===== config.mk =====
export PLATFORM = sky130hd
export DESIGN_NAME = rvsteel_spi_sequencer
export DESIGN_NICKNAME = d
export VERILOG_FILES = /design/src/rtl/rvsteel_spi_sequencer.sv
export SDC_FILE = /design/constraint.sdc
export NUM_CORES = 1
export LEC_CHECK = 0
export CORE_MARGIN = 8
export CORE_UTILIZATION = 45
export DETAILED_ROUTE_END_ITERATION = 8
export DONT_BUFFER_PORTS = 1
export PLACE_DENSITY = 0.57
export SYNTH_ARGS = -nofsm -noshare
export SYNTH_HDL_FRONTEND = slang
export SYNTH_SLANG_ARGS = --single-unit

===== constraint.sdc =====
create_clock -name i_clock -period 2.1 [get_ports i_clock]
set_clock_uncertainty 0.2 [all_clocks]
set_input_delay 0.42 -clock i_clock [delete_from_list [all_inputs] [get_ports i_clock]]
set_output_delay 0.42 -clock i_clock [all_outputs]
set_load 0.005 [all_outputs]

===== src/rtl/rvsteel_spi_sequencer.sv =====
// rvsteel_spi_sequencer: runs one SPI command through the RVSteel SPI register block.
// Each command configures the mode, divider and chip select, then streams bytes.
// For every byte it writes TX, polls busy, reads RX and pushes the byte downstream.
// Finally it deselects and pulses done.
// Optional feature macro: SPI_SEQ_ABORT_EN adds i_abort, an early-terminate request.
module rvsteel_spi_sequencer #(
  parameter logic [31:0] SPI_BASE = 32'h8003_0000
) (
  input  logic        i_clock,
  input  logic        i_reset,
  input  logic        i_cmd_valid,
  output logic        o_cmd_ready,
  input  logic [7:0]  i_cmd_cs,
  input  logic [7:0]  i_cmd_len,
  input  logic        i_cmd_cpol,
  input  logic        i_cmd_cpha,
  input  logic [7:0]  i_cmd_div,
  input  logic        i_tx_valid,
  output logic        o_tx_ready,
  input  logic [7:0]  i_tx_data,
  output logic        o_rx_valid,
  input  logic        i_rx_ready,
  output logic [7:0]  o_rx_data,
  output logic        o_done,
  output logic [31:0] o_m_rw_address,
  input  logic [31:0] i_m_read_data,
  output logic        o_m_read_request,
  input  logic        i_m_read_response,
  output logic [31:0] o_m_write_data,
  output logic [3:0]  o_m_write_strobe,
  output logic        o_m_write_request,
  input  logic        i_m_write_response
`ifdef SPI_SEQ_ABORT_EN
  ,
  input  logic        i_abort
`endif
);

  localparam logic [4:0] OFS_CPOL   = 5'h00;
  localparam logic [4:0] OFS_CPHA   = 5'h04;
  localparam logic [4:0] OFS_CS     = 5'h08;
  localparam logic [4:0] OFS_DIV    = 5'h0C;
  localparam logic [4:0] OFS_TX     = 5'h10;
  localparam logic [4:0] OFS_RX     = 5'h14;
  localparam logic [4:0] OFS_STATUS = 5'h18;

  typedef enum logic [3:0] {
    IDLE, CFG_CPOL, CFG_CPHA, CFG_DIV, CFG_CS, WAIT_TX, WR_TX,
    SETTLE, POLL, RD_RX, PUSH_RX, DESEL, DONE
  } state_t;

  state_t      r_state;
  logic        r_cmd_ready, r_tx_ready, r_rx_valid, r_done;
  logic [7:0]  r_rx_data, r_cs, r_len, r_div, r_tx_byte;
  logic        r_cpol, r_cpha, r_settle, r_issued;
  logic [31:0] r_addr, r_wdata;
  logic [3:0]  r_wstrb;
  logic        r_wreq, r_rreq;

  logic        w_bus_op, w_bus_wr, w_bus_resp, w_bus_done, w_abort;
  logic [4:0]  w_bus_ofs;
  logic [31:0] w_bus_wdata;
  logic        w_unused;

  assign w_unused = ^i_m_read_data[31:8];

`ifdef SPI_SEQ_ABORT_EN
  logic r_abort_pend;

  assign w_abort = i_abort | r_abort_pend;

  // Remember an abort seen outside the states that can act on it
  always_ff @(posedge i_clock) begin
    if (!i_reset) begin
      r_abort_pend <= 1'b0;
    end else if (r_state == IDLE ||
                 ((r_state == WAIT_TX || r_state == PUSH_RX) && w_abort)) begin
      r_abort_pend <= 1'b0;
    end else if (i_abort) begin
      r_abort_pend <= 1'b1;
    end
  end
`else
  assign w_abort = 1'b0;
`endif

  // Bus access descriptor for the current state
  always_comb begin
    w_bus_op    = 1'b0;
    w_bus_wr    = 1'b0;
    w_bus_ofs   = 5'h00;
    w_bus_wdata = 32'h0;
    case (r_state)
      CFG_CPOL: begin w_bus_op = 1'b1; w_bus_wr = 1'b1; w_bus_ofs = OFS_CPOL; w_bus_wdata = {31'b0, r_cpol}; end
      CFG_CPHA: begin w_bus_op = 1'b1; w_bus_wr = 1'b1; w_bus_ofs = OFS_CPHA; w_bus_wdata = {31'b0, r_cpha}; end
      CFG_DIV:  begin w_bus_op = 1'b1; w_bus_wr = 1'b1; w_bus_ofs = OFS_DIV;  w_bus_wdata = {24'b0, r_div}; end
      CFG_CS:   begin w_bus_op = 1'b1; w_bus_wr = 1'b1; w_bus_ofs = OFS_CS;   w_bus_wdata = {24'b0, r_cs}; end
      WR_TX:    begin w_bus_op = 1'b1; w_bus_wr = 1'b1; w_bus_ofs = OFS_TX;   w_bus_wdata = {24'b0, r_tx_byte}; end
      POLL:     begin w_bus_op = 1'b1; w_bus_ofs = OFS_STATUS; end
      RD_RX:    begin w_bus_op = 1'b1; w_bus_ofs = OFS_RX; end
      DESEL:    begin w_bus_op = 1'b1; w_bus_wr = 1'b1; w_bus_ofs = OFS_CS;   w_bus_wdata = 32'h0000_00FF; end
      default:  ;
    endcase
  end

  assign w_bus_resp = w_bus_wr ? i_m_write_response : i_m_read_response;
  assign w_bus_done = w_bus_op & r_issued & w_bus_resp;

  // Sequencer FSM with registered handshake and bus outputs
  always_ff @(posedge i_clock) begin
    if (!i_reset) begin
      r_state     <= IDLE;
      r_cmd_ready <= 1'b0;
      r_tx_ready  <= 1'b0;
      r_rx_valid  <= 1'b0;
      r_rx_data   <= 8'h00;
      r_done      <= 1'b0;
      r_cs        <= 8'h00;
      r_len       <= 8'h00;
      r_div       <= 8'h00;
      r_cpol      <= 1'b0;
      r_cpha      <= 1'b0;
      r_tx_byte   <= 8'h00;
      r_settle    <= 1'b0;
      r_issued    <= 1'b0;
      r_addr      <= 32'h0;
      r_wdata     <= 32'h0;
      r_wstrb     <= 4'h0;
      r_wreq      <= 1'b0;
      r_rreq      <= 1'b0;
    end else begin
      r_done <= 1'b0;

      // One-cycle request, then hold address/data until the response
      if (w_bus_op) begin
        if (!r_issued) begin
          r_issued <= 1'b1;
          r_addr   <= SPI_BASE + 32'(w_bus_ofs);
          r_wreq   <= w_bus_wr;
          r_rreq   <= ~w_bus_wr;
          if (w_bus_wr) begin
            r_wdata <= w_bus_wdata;
            r_wstrb <= 4'hF;
          end
        end else begin
          r_wreq <= 1'b0;
          r_rreq <= 1'b0;
          if (w_bus_resp) begin
            r_issued <= 1'b0;
            r_wstrb  <= 4'h0;
          end
        end
      end

      case (r_state)
        IDLE: begin
          r_cmd_ready <= 1'b1;
          if (r_cmd_ready && i_cmd_valid) begin
            r_cmd_ready <= 1'b0;
            r_cs        <= i_cmd_cs;
            r_len       <= i_cmd_len;
            r_cpol      <= i_cmd_cpol;
            r_cpha      <= i_cmd_cpha;
            r_div       <= i_cmd_div;
            r_state     <= CFG_CPOL;
          end
        end
        CFG_CPOL: if (w_bus_done) r_state <= CFG_CPHA;
        CFG_CPHA: if (w_bus_done) r_state <= CFG_DIV;
        CFG_DIV:  if (w_bus_done) r_state <= CFG_CS;
        CFG_CS:   if (w_bus_done) r_state <= (r_len == 8'd0) ? DESEL : WAIT_TX;
        WAIT_TX: begin
          if (w_abort) begin
            r_tx_ready <= 1'b0;
            r_state    <= DESEL;
          end else if (r_tx_ready && i_tx_valid) begin
            r_tx_ready <= 1'b0;
            r_tx_byte  <= i_tx_data;
            r_state    <= WR_TX;
          end else begin
            r_tx_ready <= 1'b1;
          end
        end
        WR_TX: begin
          if (w_bus_done) begin
            r_settle <= 1'b0;
            r_state  <= SETTLE;
          end
        end
        SETTLE: begin
          if (r_settle) r_state <= POLL;
          else          r_settle <= 1'b1;
        end
        POLL: if (w_bus_done && !i_m_read_data[0]) r_state <= RD_RX;
        RD_RX: begin
          if (w_bus_done) begin
            r_rx_data  <= i_m_read_data[7:0];
            r_rx_valid <= 1'b1;
            r_state    <= PUSH_RX;
          end
        end
        PUSH_RX: begin
          if (w_abort) begin
            r_rx_valid <= 1'b0;
            r_state    <= DESEL;
          end else if (r_rx_valid && i_rx_ready) begin
            r_rx_valid <= 1'b0;
            r_len      <= r_len - 8'd1;
            r_state    <= (r_len == 8'd1) ? DESEL : WAIT_TX;
          end
        end
        DESEL: begin
          if (w_bus_done) begin
            r_done  <= 1'b1;
            r_state <= DONE;
          end
        end
        DONE: begin
          r_cmd_ready <= 1'b1;
          r_state     <= IDLE;
        end
        default: r_state <= IDLE;
      endcase
    end
  end

  assign o_cmd_ready       = r_cmd_ready;
  assign o_tx_ready        = r_tx_ready;
  assign o_rx_valid        = r_rx_valid;
  assign o_rx_data         = r_rx_data;
  assign o_done            = r_done;
  assign o_m_rw_address    = r_addr;
  assign o_m_write_data    = r_wdata;
  assign o_m_write_strobe  = r_wstrb;
  assign o_m_write_request = r_wreq;
  assign o_m_read_request  = r_rreq;

endmodule


== After elaboration in Yosys (flattened, before gate mapping) ==
Cells that the tools add are included.
Cells by class
  bitwise gates (word level): 4
  muxes and demuxes: 39
  add/subtract/negate cells: 2
  eq/ne operators: 26
  reductions and logical operators: 26
Operator list (number)
  4-bit 2-to-1 mux: 17
  4-bit case mux with 12 select lines: 1
  8-bit case mux with 6 select lines: 1
  32-bit by 5-bit adder with 32-bit output, first input constant: 1
  5-bit case mux with 6 select lines: 1
  2-bit != test, second input constant: 12
  4-bit equality test, second input constant: 5
  4-bit by 3-bit equality test with 1-bit output, second input constant: 4
  8-bit 2-to-1 mux: 2
  8-bit case mux with 2 select lines: 1
  1-bit 2-to-1 mux: 13
  12-bit AND reduction: 1
  2-bit AND reduction: 6
  3-bit AND reduction: 4
  2-bit nonzero test: 5
  4-bit by 2-bit equality test with 1-bit output, second input constant: 2
  8-bit by 1-bit equality test with 1-bit output, second input constant: 1
  8-bit zero test: 1
  8-bit OR reduction: 1
  8-bit by 1-bit subtractor with 8-bit output, second input constant: 1
  1-bit case mux with 2 select lines: 3
  6-bit OR reduction: 1
  4-bit by 1-bit equality test with 1-bit output, second input constant: 1
  1-bit logical AND: 4
  6 further kinds: 8
Storage, ports and cells
  bits of input ports: 73
  logic and storage cells: 116
  output and inout port bits: 82
  flip-flop bits (word level): 122

== Depth between registers and ports, before layout ==
  depth after elaboration: 8
  gate-level depth with buffers: 8
  depth with buffers taken out: 7

== Worst setup path after synthesis ==
OpenSTA, ideal clock, no wires.
  path kind: register -> register
  from: register r_state[3]
  to: register r_wdata[2], in the netlist o_m_write_data[2]
  clock period less this slack: 1.702 ns
  required time: 1.766 ns
  setup time: 0.134 ns
  path buffers: 2
  slack: 0.398 ns
  arrival: 1.368 ns
  stages on the path, launching flop included: 6
  path through: dfxtp_1 -> buf_6 -> and2b_4 -> a2111oi_4 -> buf_6 -> a211oi_1
On the way
  longest elaborated chain between the ends: 4
  elaborated cells between the ends (all ways): 14
  classes of those cells: eq/ne (8); mux (3); reduce/logical (3)
Ends and longest elaborated chain
  start, declared: line 52  | state_t r_state;
  start signal, assigned: line 171  | CFG_CS: if (w_bus_done) r_state <= (r_len == 8'd0) ? DESEL : WAIT_TX;
  start signal, assigned: line 209  | r_state <= (r_len == 8'd1) ? DESEL : WAIT_TX;
  4-bit equality test, or another cell as far along: line 93  | case (r_state)
  8-bit OR reduction (no source line) or 6-bit OR reduction (tied branches)
  1-bit 2-to-1 mux: line 93
  3-bit AND reduction (no source line)
  end signal, assigned: line 142  | r_wdata <= w_bus_wdata;
  end, declared: line 56  | logic [31:0] r_addr, r_wdata;
Several ways; a longest one is shown, not always the timed one.
A chain may end at the register's enable or synchronous reset.

== Worst setup path in the final report ==
  from: register r_state[2]
  to: register r_addr[4], in the netlist o_m_rw_address[4]
On the way
  longest elaborated chain between the ends: 4
  elaborated cells between the ends (all ways): 14
  classes of those cells: add/sub (1); eq/ne (8); mux (2); reduce/logical (3)
Ends and longest elaborated chain
  4-bit equality test, or another cell as far along: line 93
  2-bit OR reduction (no source line) or 8-bit OR reduction (tied branches)
  5-bit case mux with 6 select lines or 1-bit 2-to-1 mux (tied branches): line 93
  32-bit by 5-bit adder with 32-bit output or 2-bit AND reduction (tied branches)
  end signal, assigned: line 138  | r_addr <= SPI_BASE + 32'(w_bus_ofs);
  end, declared: line 56
Several ways; a longest one is shown, not always the timed one.

==> run metrics <==
EDFF count, synth=0; largest net degree at the start of global routing=37; Initial Util=0.457; Hold Crit Class=in2reg; Setup Crit Path Kind=reg2reg; hold wc startpoint=i_cmd_cs[5]; Worst Tran Pin Value=0.630 ns; row count=33; drt first-iter violations=128; vias per cell=5.29; CP Launch Type=flip-flop; hold path cells=2; WP data required=2.18 ns; RD Place Congestion=0.823; max frequency=536 MHz; Worst-path clk slew=0.08 ns; commonest non-fill, non-tap cell in the layout=dfxtp_1; via count=3068; Clk Tree Root Cell=clkbuf_8; Rel. slew slack=0.576; cells after synthesis=452; Setup TNS=0 ns; Worst Hold Path EP=r_cs[5]$_SDFFE_PN0P_; R2R Setup Slk=0.23 ns; most used cell, CP=nor2_1; max-cap violations=0; Worst-Skew Late Latency=0.34 ns; DRC=0; die area=0.0113 mm2; gr usage total=0.166; Avg WL per Cell=16.1 um; grt ovf=0; chip width=106 um; peak supply drop=0.472 mV; final setup violation count=0; worst-path fanout max=11; CTS tree=built; critical-path cell list=nand2b_1 -> buf_4 -> a21oi_1 -> nor2_1 -> nor2_1 -> o221a_2; fraction of registers with async set/reset=0; Reg2Reg Depth=6; Fin. Hold Viols=0; port bufs=0; initial antenna violation count=0; total power per unit cell area=1160 mW/mm2; number of distinct library cells after synthesis=54; Max Buffers Root-to-Sink=2; Sink Count=67; synthesized cell area=0.00368 mm2; ANT nets after route=0; diode count=0; nets@finish=546; R2R Path End=o_m_rw_address[4]$_SDFFE_PN0P_; drt pass-1 iters=5; sequential cell area fraction in the yosys report=0.365; die span in y=106 um; RSZ-0062 raised after global routing=false; period utilisation layout=0.889; Yosys reg bits=67; Pleak=1.57 nW; area of the core=0.00805 mm2; Post-CTS Setup Inserts=0; commonest cells after routing, fill and taps aside=dfxtp_1, nand2_1, nor2_1, conb_1, a21oi_1; slowest CP cell=dfxtp_2; final worst slack=0.233 ns; main flop type after synthesis=dfxtp_1; P&R area growth vs syn=8.71%; first-pass GRT wire length=15200 um; reg2reg start=r_state[2]$_SDFFE_PN0P_; cts bufs inserted=9; critical path arrival=1.95 ns; num ports=155; fin crit period=1.87 ns; H-tree Lvls=3; syn_area_per_cell=8.14 um2; WL final=9340 um; CP Capture Type=flip-flop; Detail Placement HPWL=6850 um; pre-CTS setup slack=0.120 ns; status=completed; fin. max-slew vios=0; Synth warnings=0; share of layout cells above drive strength 1=0.139; CP peak stage delay=0.45 ns; vias in the first global route=3042
routing by layer:
| metal | up-vias | part of all wire | track usage |
|---|---|---|---|
| li1 | 1511 | - | - |
| met1 | 1447 | 0.42 | 0.192 |
| met2 | 100 | 0.47 | 0.270 |
| met3 | 10 | 0.097 | 0.0647 |
| met4 | 0 | 0.012 | 0.0613 |
| met5 | - | 0 | 0 |
worst max-delay path, delay by kind of cell (launching register included):
family	cells	cell delay, ns
AOI/OAI and AO/OA	2	0.44
DFF	1	0.45
buffers and inverters	1	0.18
and+or+nand+nor	3	0.54
cell usage after synthesis (all sizes together), types with 4 or more instances:
master / n / area, um2
nor2: 58 / 220
mux2i: 18 / 180
a211oi: 11 / 82.6
a22oi: 7 / 52.6
o2bb2ai: 7 / 61.3
o221a: 6 / 67.6
nand2: 60 / 225
nand2b: 5 / 31.3
buf: 72 / 517
o211ai: 4 / 30.0
a21oi: 43 / 215
nor3: 8 / 45.0
nand3: 7 / 35.0
o21ai: 15 / 78.8
dfxtp: 67 / 1340
clkbuf: 12 / 45.0
kinds of logic after synthesis:
group | count (synthesis) | share of synthesized area
buf+inv | 89 | 0.158
mux | 19 | 0.0521
other cells | 1 | 0.00102
compound gates | 116 | 0.220
flops | 67 | 0.365
fa+ha+maj | 3 | 0.0102
simple gates | 157 | 0.193
cell type report:
type                    count  area [um2]
fillers                   792        4050
repair buffers             42         358
well taps                 105         131
clock buffers              10         138
clock inverters             6        63.8
flip-flops and latches     67        1340
multi-input cells         345        1940
inverters                   5        20.0
how the worst max path moves through the flow:
stage                                     endpoint  slack [ns]  cells past startpoint                     from
floorplan           o_m_write_data[2]$_SDFFE_PN0P_        0.40                      5  r_state[3]$_SDFFE_PN0P_
finish              o_m_rw_address[4]$_SDFFE_PN0P_        0.23                      6  r_state[2]$_SDFFE_PN0P_
detailed placement  o_m_rw_address[4]$_SDFFE_PN0P_        0.12                      6  r_state[2]$_SDFFE_PN0P_
global route               r_state[3]$_SDFFE_PN0P_        0.02                      7    r_len[1]$_SDFFE_PN0P_
global placement           r_state[2]$_SDFFE_PN0P_        0.14                      6  r_state[2]$_SDFFE_PN0P_
CTS                 o_m_rw_address[4]$_SDFFE_PN0P_        0.10                      6  r_state[2]$_SDFFE_PN0P_
report_power, final:
group | leakage (nW) | internal, W | switching (W) | total, W
combinational | 0.925 | 0.000752 | 0.00100 | 0.00175
sequential | 0.546 | 0.00153 | 0.000245 | 0.00178
clock | 0.0987 | 0.000581 | 0.000514 | 0.00109
total | 1.57 | 0.00287 | 0.00176 | 0.00462
state kept, by name, summed over array words and instances (netlist names):
register / cells
o_m_write_data: 8
o_rx_data: 8
r_cs: 8
r_div: 8
r_len: 8
r_tx_byte: 8
o_m_rw_address: 4
r_state: 4
o_cmd_ready: 1
o_done: 1
o_m_read_request: 1
o_m_write_request: 1
o_m_write_strobe: 1
o_rx_valid: 1
o_tx_ready: 1
r_cpha: 1
r_cpol: 1
r_issued: 1
r_settle: 1
through the flow:
step	cells	utilization	instance area, um2	power [W]	hold WS, ns
floorplan	501	-	3860	0.00316	0.233
global placement	552	0.456	3670	0.00349	0.241
detailed placement	552	0.456	3670	0.00352	0.245
CTS	579	0.495	3990	0.00465	0.000229
global route	580	0.497	4000	0.00496	0.000648
finish	580	0.497	4000	0.00462	0.0193
repair_timing:
item                                    in CTS  in global routing
gates resized for setup                      0                  2
endpoints found under the setup margin       0                  5
hold endpoints to repair                    15                  1
hold buffers                                11                  1
No activity file was read; power rests on OpenSTA's default activity.
